[config.mk]
export PLATFORM = sky130hd
export DESIGN_NAME = ctrl_seq
export DESIGN_NICKNAME = d
export VERILOG_FILES = /design/src/rtl/ctrl_seq.sv
export SDC_FILE = /design/constraint.sdc
export NUM_CORES = 1
export LEC_CHECK = 0
export ABC_CLOCK_PERIOD_IN_PS = 3900
export CORE_MARGIN = 2
export CORE_UTILIZATION = 40
export CTS_CLUSTER_DIAMETER = 200
export DETAILED_ROUTE_END_ITERATION = 10
export PLACE_DENSITY = 0.69
export SLEW_MARGIN = 15
export SYNTH_ARGS = -nofsm -noshare
export SYNTH_HDL_FRONTEND = slang
export SYNTH_SLANG_ARGS = --single-unit
[constraint.sdc]
create_clock -name clk -period 3.9 [get_ports clk]
set_input_delay 1.17 -clock clk [delete_from_list [all_inputs] [get_ports clk]]
set_output_delay 1.17 -clock clk [all_outputs]
set_load 0.02 [all_outputs]
[src/rtl/ctrl_seq.sv]
// ctrl_seq: multi-cycle control sequencer for the SISC datapath.
// Memory handshake with bounded wait, branch evaluation, sticky HALT/FAULT.
module ctrl_seq #(
  parameter int CC_W        = 4,
  parameter int MEM_TIMEOUT = 15,
  parameter int WAIT_W      = 8
) (
  input  logic            clk,
  input  logic            rst_f,
  input  logic [3:0]      opcode,
  input  logic [CC_W-1:0] mm,
  input  logic [CC_W-1:0] stat,
  input  logic            run,
  input  logic            mem_ack,
  output logic            rf_we,
  output logic [1:0]      alu_op,
  output logic [1:0]      wb_sel,
  output logic            br_sel,
  output logic            rb_sel,
  output logic            ir_load,
  output logic            pc_sel,
  output logic            pc_write,
  output logic            pc_rst,
  output logic            mem_req,
  output logic            mem_we,
  output logic            halted,
  output logic            fault,
  output logic [2:0]      state
);

  typedef enum logic [2:0] {
    START     = 3'd0,
    FETCH     = 3'd1,
    DECODE    = 3'd2,
    EXECUTE   = 3'd3,
    MEM       = 3'd4,
    WRITEBACK = 3'd5,
    HALT      = 3'd6,
    FAULT     = 3'd7
  } st_t;

  localparam logic [3:0] OP_NOOP = 4'd0;
  localparam logic [3:0] OP_LOD  = 4'd1;
  localparam logic [3:0] OP_STR  = 4'd2;
  localparam logic [3:0] OP_BRA  = 4'd4;
  localparam logic [3:0] OP_BRR  = 4'd5;
  localparam logic [3:0] OP_BNE  = 4'd6;
  localparam logic [3:0] OP_BNR  = 4'd7;
  localparam logic [3:0] OP_ALU  = 4'd8;
  localparam logic [3:0] OP_HLT  = 4'd15;

  localparam logic [WAIT_W-1:0] TMO = WAIT_W'(MEM_TIMEOUT);

  st_t               st;
  st_t               st_nxt;
  logic [WAIT_W-1:0] cnt;
  logic [WAIT_W-1:0] cnt_nxt;
  logic [WAIT_W-1:0] cnt_inc;
  logic              time_out;
  logic              hit;
  logic              uncond;
  logic              is_br;
  logic              is_pos;
  logic              taken;
  logic              is_ldst;
  logic              is_imm;

  assign state    = st;
  assign hit      = |(mm & stat);
  assign uncond   = (mm == '0);
  assign is_br    = opcode inside {OP_BRA, OP_BRR, OP_BNE, OP_BNR};
  assign is_pos   = (opcode == OP_BRA) || (opcode == OP_BRR);
  assign taken    = is_br & (uncond | (is_pos ? hit : ~hit));
  assign is_ldst  = (opcode == OP_LOD) || (opcode == OP_STR);
  assign is_imm   = (mm == CC_W'(8));
  assign cnt_inc  = (cnt == TMO) ? cnt : cnt + WAIT_W'(1);
  // timeout fires on the wait cycle that brings the count to the limit
  assign time_out = (cnt_inc == TMO);

  always_comb begin
    st_nxt   = st;
    cnt_nxt  = cnt;
    rf_we    = 1'b0;
    alu_op   = 2'b00;
    wb_sel   = 2'b00;
    br_sel   = 1'b0;
    rb_sel   = 1'b0;
    ir_load  = 1'b0;
    pc_sel   = 1'b0;
    pc_write = 1'b0;
    pc_rst   = 1'b0;
    mem_req  = 1'b0;
    mem_we   = 1'b0;
    halted   = 1'b0;
    fault    = 1'b0;
    unique case (st)
      START: begin
        pc_rst = 1'b1;
        if (run) st_nxt = FETCH;
      end
      FETCH: begin
        if (run) begin
          mem_req = 1'b1;
          if (mem_ack) begin
            ir_load  = 1'b1;
            pc_write = 1'b1;
            cnt_nxt  = '0;
            st_nxt   = DECODE;
          end else begin
            cnt_nxt = cnt_inc;
            if (time_out) st_nxt = FAULT;
          end
        end
      end
      DECODE: begin
        br_sel   = (opcode == OP_BRA) || (opcode == OP_BNE);
        pc_write = taken;
        pc_sel   = taken;
        unique case (1'b1)
          (is_br || opcode == OP_NOOP):    st_nxt = FETCH;
          (opcode == OP_HLT):              st_nxt = HALT;
          (is_ldst || opcode == OP_ALU):   st_nxt = EXECUTE;
          default:                         st_nxt = FAULT;
        endcase
      end
      EXECUTE: begin
        alu_op = is_ldst ? 2'b11 : {1'b0, is_imm};
        st_nxt = is_ldst ? MEM : WRITEBACK;
      end
      MEM: begin
        mem_req = 1'b1;
        mem_we  = (opcode == OP_STR);
        rb_sel  = (opcode == OP_STR);
        alu_op  = 2'b11;
        if (mem_ack) begin
          cnt_nxt = '0;
          st_nxt  = (opcode == OP_STR) ? FETCH : WRITEBACK;
        end else begin
          cnt_nxt = cnt_inc;
          if (time_out) st_nxt = FAULT;
        end
      end
      WRITEBACK: begin
        rf_we  = 1'b1;
        wb_sel = {1'b0, opcode == OP_LOD};
        alu_op = 2'b10;
        st_nxt = FETCH;
      end
      HALT:  halted = 1'b1;
      FAULT: fault  = 1'b1;
    endcase
    if (st_nxt != st && (st_nxt == FETCH || st_nxt == MEM))
      cnt_nxt = '0;
  end

  always_ff @(posedge clk or posedge rst_f) begin
    if (rst_f) begin
      st  <= START;
      cnt <= '0;
    end else begin
      st  <= st_nxt;
      cnt <= cnt_nxt;
    end
  end

endmodule

==> metrics, run 1 <==
Reg2Reg Depth=9; post-route ant nets=0; Seq/Total Area, Yosys=0.225; crit end category=primary output; delay-heaviest family, CP=buffers and inverters; die area=3520 sq um; min-delay src=cnt[2]; outcome=completed; DP HPWL=2.54 mm; Syn Inst Count=155; Max Fclk=0.262 GHz; Ys Warns=0; class of the worst hold path=flop to flop; core area=2980 sq um; CTS tree=done; first-pass GRT wire length=5.58 mm; Slew headroom=0.657; share of layout cells above drive strength 1=0.172; Synth Register Bits=11; FFs w/ async S/R, synth=1.00; PortBufs=32; Startpoint Class=primary input; most common cell in the netlist=a21oi_1; post-route clock skew=3.56 ps; Routed WL=3.45 mm; Pleak=0.000732 uW; Initial Util=0.411; setup tns final=0 ps; Fin. Hold Viols=0; drt first pass iters=4; num ports=34; htree depth=1; Post-Syn Nets=172; Crit Path Max Fanout=4; worst slew pin tran=515 ps; Hold Path Sink=cnt[2]; Synth top area share=0.225; FF-to-FF setup slack=1400 ps; Post-Place Worst Slack=-416 ps; ant diodes=0; Power Density=512 nW/um^2; GRT overflow=0; hold path depth=2; final setup fails=0; ratio of final minimum period to clock period=0.977; filler instances=278; DR vias/cell=6.04; Avg WL per Cell=15.3 microns; critical path class=primary input to primary output; number of synthesized flops with an enable pin=0; Die Width=59.3 microns; initial drt markers=53; slowest stage cell, crit path=clkdlybuf4s50_1; row count=20; # DRC=0; most frequent cells after synthesis=a21oi_1, dfrtp_1, nand2_1, nor2_1; initial antenna violation count=0; WP buf/inv=2; Worst EP arrival=2640 ps; max_cap viols=0; WP data required=2730 ps; mapped cell area=1220 sq um; Final Slew Violations=0; Reg area=275 sq um; footprint of the multi-input gates=870 sq um; clock sink total=11; fin crit period=3810 ps; Post-CTS Setup Inserts=0; Nets=210; FF-to-FF Start=state[2]; post-synth top area cell=dfrtp_1; CTS Buf Count=3; clk buf depth=2; vias in the first global route=1276; RSZ-0062 raised after global routing=no; vias=1358; Synth-to-Final Area Change=35.1%; Placer Congestion=0.790; final worst slack=89.6 ps; maximum vdd ir drop=0.000305 V; gr usage total=0.203; cells taking the most area after synthesis=dfrtp_1, a21oi_1, nor2b_1; Clock Latency Late Sink=270 ps; Main synth FF type=dfrtp_1; hold-fix buffers at CTS=0; Distinct cells, synth=58; average size of a mapped cell=7.89 sq um; pin count of the biggest net entering global routing=20; CP max stage delay=560 ps; Chip Height=59.3 microns; clock root buffer=clkbuf_4; worst-path cell chain=clkdlybuf4s50_1, nor2b_1, nand2_1, nor3_1, dlygate4sd2_1; Worst-path clk slew=60 ps; reg2reg end=cnt[2]
[power by group]
part           leakage (uW)  switching (uW)  internal, uW
clock             0.0000150            38.2          39.7
combinational      0.000568             335           231
sequential         0.000149            67.8           135
[final cells by class]
type	instances	share of cell area
multi-input combinational	126	0.526
timing repair buffer	45	0.253
sequential	11	0.167
tap	33	0.0250
clock buffer	4	0.0159
inverter	6	0.0136
[stage by stage]
stage | area [sq um] | instances | hold slack, ps | util | total power [uW]
floorplan | 1220 | 155 | 593 | - | 565
global placement | 1620 | 221 | 644 | 0.542 | 755
detailed placement | 1620 | 221 | 651 | 0.542 | 772
CTS | 1640 | 225 | 662 | 0.550 | 839
global route | 1650 | 225 | 702 | 0.555 | 906
finish | 1650 | 225 | 670 | 0.555 | 846
[registers in the layout, summed over array words and instances (netlist names)]
| name | cells |
|---|---|
| cnt | 8 |
| state | 3 |
[what timing repair did]
item / CTS / global route
cloned: 0 / 0
endpoints found under the setup margin: 8 / 2
resized for setup: 13 / 6
pin swaps: 0 / 3
[worst max path at each step]
| stage | slack (ps) | end | start | cells after the start |
|---|---|---|---|---|
| after detailed placement | -420 | pc_write | mm[0] | 7 |
| final | 90 | rb_sel | opcode[1] | 5 |
| after global routing | 20 | mem_req | run | 7 |
| after global placement | -400 | pc_write | mm[0] | 7 |
| after floorplan | 350 | pc_write | stat[0] | 5 |
| after CTS | 30 | pc_write | mm[0] | 7 |
[cells in the final DEF (no fill, tap or decap), drive strengths merged, types with 3 or more instances in the layout]
cell type / Yosys / final
clkdlybuf4s50: 0 / 21
a21oi: 17 / 17
buf: 9 / 14
nand2: 11 / 11
dfrtp: 11 / 11
nor2: 9 / 9
o21ai: 8 / 8
nor2b: 7 / 7
dlygate4sd2: 0 / 7
nand3: 7 / 7
nor3: 6 / 6
inv: 6 / 6
nand2b: 4 / 4
xor2: 4 / 4
nor3b: 4 / 4
clkbuf: 3 / 4
and3: 3 / 3
a31oi: 3 / 3
dlymetal6s2s: 0 / 3
[worst register-to-register path: stages (launching register included)]
cell      delay (ps)
dfrtp_1          670
nand2b_1         270
nand2_1          120
nand2_1          150
inv_2            100
buf_4            130
nand2b_1         180
o21ai_2          240
xor2_2           370
a211oi_1         140
[routing by layer]
| metal | share of wire | track usage | vias to the layer above |
|---|---|---|---|
| li1 | - | - | 647 |
| met1 | 0.43 | 0.256 | 634 |
| met2 | 0.47 | 0.347 | 68 |
| met3 | 0.077 | 0.0218 | 9 |
| met4 | 0.019 | 0.0909 | 0 |
| met5 | 0 | 0 | - |
[cell families (layout without fill, tap and decap cells)]
kind of cell	after synthesis	count (layout)	share of synthesized area
AO/OA/AOI/OAI	54	54	0.322
XOR/XNOR	5	5	0.0419
adder cells (fa/ha/maj)	1	1	0.0102
buffers and inverters	18	55	0.0736
flip-flops	11	11	0.225
multiplexers	1	1	0.00818
other	1	1	0.00306
AND/OR/NAND/NOR	64	64	0.316
Power figures use the tool's default switching activity.
==> run 2: changes to the inputs <==
--- a/config.mk
+++ b/config.mk
@@ -7,10 +7,9 @@
 export LEC_CHECK = 0
 export ABC_CLOCK_PERIOD_IN_PS = 3900
 export CORE_MARGIN = 2
-export CORE_UTILIZATION = 40
+export CORE_UTILIZATION = 30
 export CTS_CLUSTER_DIAMETER = 200
 export DETAILED_ROUTE_END_ITERATION = 10
-export PLACE_DENSITY = 0.69
 export SLEW_MARGIN = 15
 export SYNTH_ARGS = -nofsm -noshare
 export SYNTH_HDL_FRONTEND = slang
==> run 2 against run 1 <==
  * Critical path depth up 2
  * Routed wire length down 3.4%
  * Largest cell class unchanged
  * Register-to-register slack better by 60 ps
  * Final cell count up 9.3%
  * Sequential cell count unchanged
  * Power up 3.5%
  * Maximum frequency down 0.82%
  * First-iteration DRC count down 55%
  * Combinational power up 2%
  * Core utilization down 12 points
  * Non-clock buffer count up 4
  * Worst hold slack better by 7.1 ps
==> metrics, run 2 (synthesis gave the netlist of run 1 again) <==
most frequent cells in the layout=clkdlybuf4s50_1, buf_4, a21oi_1, nand2_1, dfrtp_1; initial antenna violation count=0 (unchanged); clock sink total=11 (unchanged); Max Fclk=0.260 GHz (-0.82%); WP data required=2730 ps (about the same); die area=4610 sq um (+31%); maximum vdd ir drop=0.000424 V (+39%); reg2reg end=cnt[2]; post-route clock skew=0.971 ps (-2.59 ps); pin count of the biggest net entering global routing=20 (unchanged); PortBufs=32 (unchanged); Reg2Reg Depth=9 (unchanged); initial drt markers=24 (-55%); htree depth=1 (unchanged); Avg WL per Cell=13.5 microns (-12%); fin crit period=3840 ps (+31.4 ps); num ports=34 (unchanged); outcome=completed; Power Density=509 nW/um^2 (-0.67%); Fin. Hold Viols=0 (unchanged); Placed Area=1670 sq um (+3.2%); drt first pass iters=4 (unchanged); final instance area=1720 sq um (+4.2%); Pleak=0.000764 uW (+4.2%); Hold Path Sink=cnt[2]; Clock Latency Late Sink=240 ps (-30 ps); min-delay src=cnt[2]; CP startpoint=stat[0]; max_cap viols=0 (unchanged); clk buf depth=2 (unchanged); Initial Util=0.308 (-0.103); Crit Path Max Fanout=2 (-2); Startpoint Class=primary input; Largest Register=cnt; filler instances=412 (+48%); FF-to-FF setup slack=1460 ps (+60 ps); FF-to-FF Start=state[2]; Layout Cells excl Fill=246 (+9.3%); first-pass GRT wire length=5.46 mm (-2.1%); Routed WL=3.33 mm (-3.4%); row count=23 (+15%); Die Width=67.9 microns (+14%); leading cell type in the layout, fill and taps excluded=clkdlybuf4s50_1; Cells after DPL=242 (+9.5%); Synth-to-Final Area Change=40.7%; class of the worst hold path=flop to flop; ant diodes=0 (unchanged); hold path depth=2 (unchanged); RSZ-0062 raised after global routing=yes; vias=1292 (-4.9%); CTS Buf Count=3 (unchanged); Worst EP arrival=2670 ps (+30 ps); Nets=214 (+1.9%); DR vias/cell=5.25 (-13%); ratio of final minimum period to clock period=0.985 (+0.00805); GRT overflow=0 (unchanged); Final Slew Violations=0 (unchanged); gr usage total=0.153 (-0.0503); Chip Height=67.9 microns (+14%); max FFs per register=8 (unchanged); Post-CTS Setup Inserts=0 (unchanged); CTS tree=done; vias in the first global route=1188 (-6.9%); clock root buffer=clkbuf_8; Placer Congestion=0.801 (+1.5%); core area=3970 sq um (+33%); crit end category=primary output; post-route ant nets=0 (unchanged); # DRC=0 (unchanged); DP HPWL=2.61 mm (+2.6%); final setup fails=0 (unchanged); Worst-path clk slew=50 ps (about the same); critical path class=primary input to primary output; share of layout cells above drive strength 1=0.194 (+0.0220)
run 2: cell types whose count changed in the layout (fill, tap and decap cells not counted), sizes merged:
cell         before  now
dlygate4sd1       0    2
buf              14   18
dlygate4sd2       7    5
run 2: metrics by stage:
step / hold slack, ps / power (uW) / util / TNS [ps] / setup slack [ps]
5_1_grt: 736 / 940 / 0.434 / -50.2 / -22.5
3_5_place_dp: 664 / 777 / 0.420 / -1730 / -429
4_1_cts: 671 / 882 / 0.430 / 0 / 4.81
3_3_place_gp: 649 / 769 / 0.420 / -1520 / -397
6_report: 677 / 876 / 0.434 / 0 / 58.3
2_1_floorplan: 593 / 565 / - / 0 / 351
run 2: final cells by class:
cell class	count	area, sq um	share of cell area
multi-input combinational	126	872	0.507
timing repair buffer	49	444	0.258
clock buffer	4	45.0	0.0262
sequential	11	275	0.160
inverter	6	22.5	0.0131
tap	50	62.6	0.0363
run 2: critical path, cell delays in order:
cell,delay (ps)
clkdlybuf4s50_1,400
a22o_1,220
a221oi_2,190
xor2_1,170
a21oi_1,90
or2_2,290
buf_4,160
run 2: routing by layer:
layer / GRT usage / up-vias / wire length, microns
met2: 0.248 / 25 / 1620
met4: 0.0600 / 0 / 35
met1: 0.213 / 608 / 1550
met5: 0 / - / 0
li1: - / 655 / -
met3: 0.0115 / 4 / 122
run 2: worst max-delay path by stage:
stage | endpoint | slack [ps]
floorplan | pc_write | 350
finish | pc_write | 60
CTS | pc_write | 5
detailed placement | pc_write | -430
global placement | pc_write | -400
global route | pc_write | -20
run 2: report_power, final:
part	internal, uW	switching [uW]	total [uW]	leakage (uW)
combinational	237	343	580	0.000591
clock	71.4	39.4	111	0.0000228
sequential	136	48.9	184	0.000149
run 2: repair_timing:
item,4_1_cts,5_1_grt
pin swaps,0,2
endpoints found under the setup margin,8,6
resized for setup,13,9
hold buffers,0,0
==> run 3: changes to the inputs <==
--- a/config.mk
+++ b/config.mk
@@ -5,7 +5,7 @@
 export SDC_FILE = /design/constraint.sdc
 export NUM_CORES = 1
 export LEC_CHECK = 0
-export ABC_CLOCK_PERIOD_IN_PS = 3900
+export ABC_CLOCK_PERIOD_IN_PS = 4400
 export CORE_MARGIN = 2
 export CORE_UTILIZATION = 30
 export CTS_CLUSTER_DIAMETER = 200
==> constraint.sdc (replaced) <==
create_clock -name clk -period 4.4 [get_ports clk]
set_input_delay 1.32 -clock clk [delete_from_list [all_inputs] [get_ports clk]]
set_output_delay 1.32 -clock clk [all_outputs]
set_load 0.02 [all_outputs]
==> run 3 against run 2 <==
  * Critical path depth decreased by 3
  * Core utilization decreased by 1.1 points
  * Cell area decreased by 2.5%
  * Clock skew increased by 0.81 ps
  * Sequential share of layout area increased by 0.41 points
  * Register-to-register slack improved by 500 ps
  * Critical path type unchanged
  * Final cell count decreased by 2.4%
  * Highest routed layer unchanged
  * Combinational power decreased by 15%
  * Sequential cell count unchanged
  * First-iteration DRC count increased to 2.9 times the previous value
  * Setup slack improved by 78 ps
  * Worst hold slack got worse by 14 ps
==> metrics, run 3 (synthesis gave the netlist of run 1 again) <==
outcome=completed; delay-heaviest family, CP=buffers and inverters; core area=3970 sq um (unchanged); Routed WL=3.25 mm (-2.5%); Clock Latency Late Sink=240 ps (about the same); WP buf/inv=2 (unchanged); clk buf depth=2 (unchanged); Fin. Hold Viols=0 (unchanged); max_cap viols=0 (unchanged); htree depth=1 (unchanged); post-route clock skew=1.78 ps (+0.808 ps); share of layout cells above drive strength 1=0.168 (-0.0255); WP data required=3080 ps (+350 ps); Chip Height=67.9 microns (unchanged); drt first pass iters=4 (unchanged); Worst-path clk slew=50 ps (about the same); leading cell type in the layout, fill and taps excluded=clkdlybuf4s50_1; Power Density=457 nW/um^2 (-10%); clock sink total=11 (unchanged); num ports=34 (unchanged); vias=1278 (-1.1%); Cells after DPL=236 (-2.5%); fin crit period=4260 ps; final setup fails=0 (unchanged); Post-Route Utilization=0.423 (-0.0107); Layout Cells excl Fill=240 (-2.4%); maximum vdd ir drop=0.000478 V (+13%); PortBufs=32 (unchanged); DP HPWL=2.54 mm (-2.7%); DR vias/cell=5.33 (+1.4%); worst-path cell chain=clkdlybuf4s50_1, nand2_1, nor3_1, clkdlybuf4s50_1; vias in the first global route=1174 (-1.2%); CTS tree=done; class of the worst hold path=flop to flop; Max Fclk=0.235 GHz; critical path class=primary input to primary output; max FFs per register=8 (unchanged); ant diodes=0 (unchanged); die area=4610 sq um (unchanged); Synth-to-Final Area Change=37.2%; most frequent cells in the layout=clkdlybuf4s50_1, a21oi_1, nand2_1, dfrtp_1, buf_4; gr usage total=0.152 (-0.00149); crit-path most repeated cell=clkdlybuf4s50_1; Worst EP arrival=2940 ps (+270 ps); Placer Congestion=0.807 (+0.71%); crit end category=primary output; first-pass GRT wire length=5.38 mm (-1.6%); clock root buffer=clkbuf_8; row count=23 (unchanged); CTS Buf Count=3 (unchanged); pin count of the biggest net entering global routing=20 (unchanged); Initial Util=0.308 (unchanged); Die Width=67.9 microns (unchanged); CP max stage delay=680 ps (+280 ps); Pleak=0.000726 uW (-5.0%); initial antenna violation count=0 (unchanged); ratio of final minimum period to clock period=0.969; Final Slew Violations=0 (unchanged); Largest Register=cnt; Nets=208 (-2.8%); # DRC=0 (unchanged); RSZ-0062 raised after global routing=no; GRT overflow=0 (unchanged); slowest stage cell, crit path=clkdlybuf4s50_1; post-route ant nets=0 (unchanged); Avg WL per Cell=13.5 microns (about the same); Startpoint Class=primary input; initial drt markers=69 (+190%); post-layout power=768 uW (-12%); Crit Path Max Fanout=5 (+3)
run 3: cell types whose count changed in the layout (fill, tap and decap cells not counted):
cell / before / now
buf_4: 18 / 11
clkdlybuf4s50_1: 21 / 25
dlygate4sd1_1: 2 / 0
dlygate4sd2_1: 5 / 3
clkbuf_2: 0 / 1
run 3: path summary, 6_finish.rpt:
| kind | startpoint | to | slack [ps] | cells past startpoint |
|---|---|---|---|---|
| worst max-delay path | run | ir_load | 140 | 4 |
| worst max register to register | state[2] | cnt[2] | 1960 | 9 |
| max in group asynchronous | rst_f | cnt[3] | 2750 | 2 |
| min in group asynchronous | rst_f | cnt[7] | 1370 | 2 |
| worst min register to register | cnt[2] | cnt[2] | 660 | 2 |
| worst min-delay path | cnt[2] | cnt[2] | 660 | 2 |
run 3: power by group:
part | internal, uW | switching, uW
clock network | 63.4 | 35.4
registers | 120 | 58.6
logic | 205 | 285
total | 389 | 379
run 3: metal layers:
layer  vias to the layer above  track usage  routed length (microns)
li1                        645            -                        -
met1                       594        0.201                     1480
met2                        34        0.251                     1600
met3                         5       0.0115                      113
met4                         0       0.0700                       58
met5                         -            0                        0
run 3: area by class of cell:
class / instances / area (sq um)
well taps: 50 / 62.6
repair buffers: 43 / 402
inverters: 6 / 22.5
flip-flops and latches: 11 / 275
fillers: 406 / 2290
clock buffers: 4 / 45.0
multi-input cells: 126 / 872
run 3: tightest hold or removal path: stages (launching register included):
cell      delay, ps
dfrtp_1         430
a21oi_1         140
a211oi_1         50
run 3: what timing repair did:
item                       in CTS  in global routing
resized for setup               5                  7
gates cloned                    0                  0
buffers inserted                0                  0
setup endpoints to repair       4                  4
hold buffers                    0                  0
run 3: stage by stage:
step / instance area, sq um / TNS, ps / hold slack [ps] / setup WS, ps
3_3_place_gp: 1620 / -236 / 649 / -198
2_1_floorplan: 1220 / 0 / 593 / 551
3_5_place_dp: 1620 / -475 / 658 / -272
6_report: 1680 / 0 / 663 / 136
4_1_cts: 1670 / 0 / 662 / 7.36
5_1_grt: 1680 / 0 / 742 / 63.9
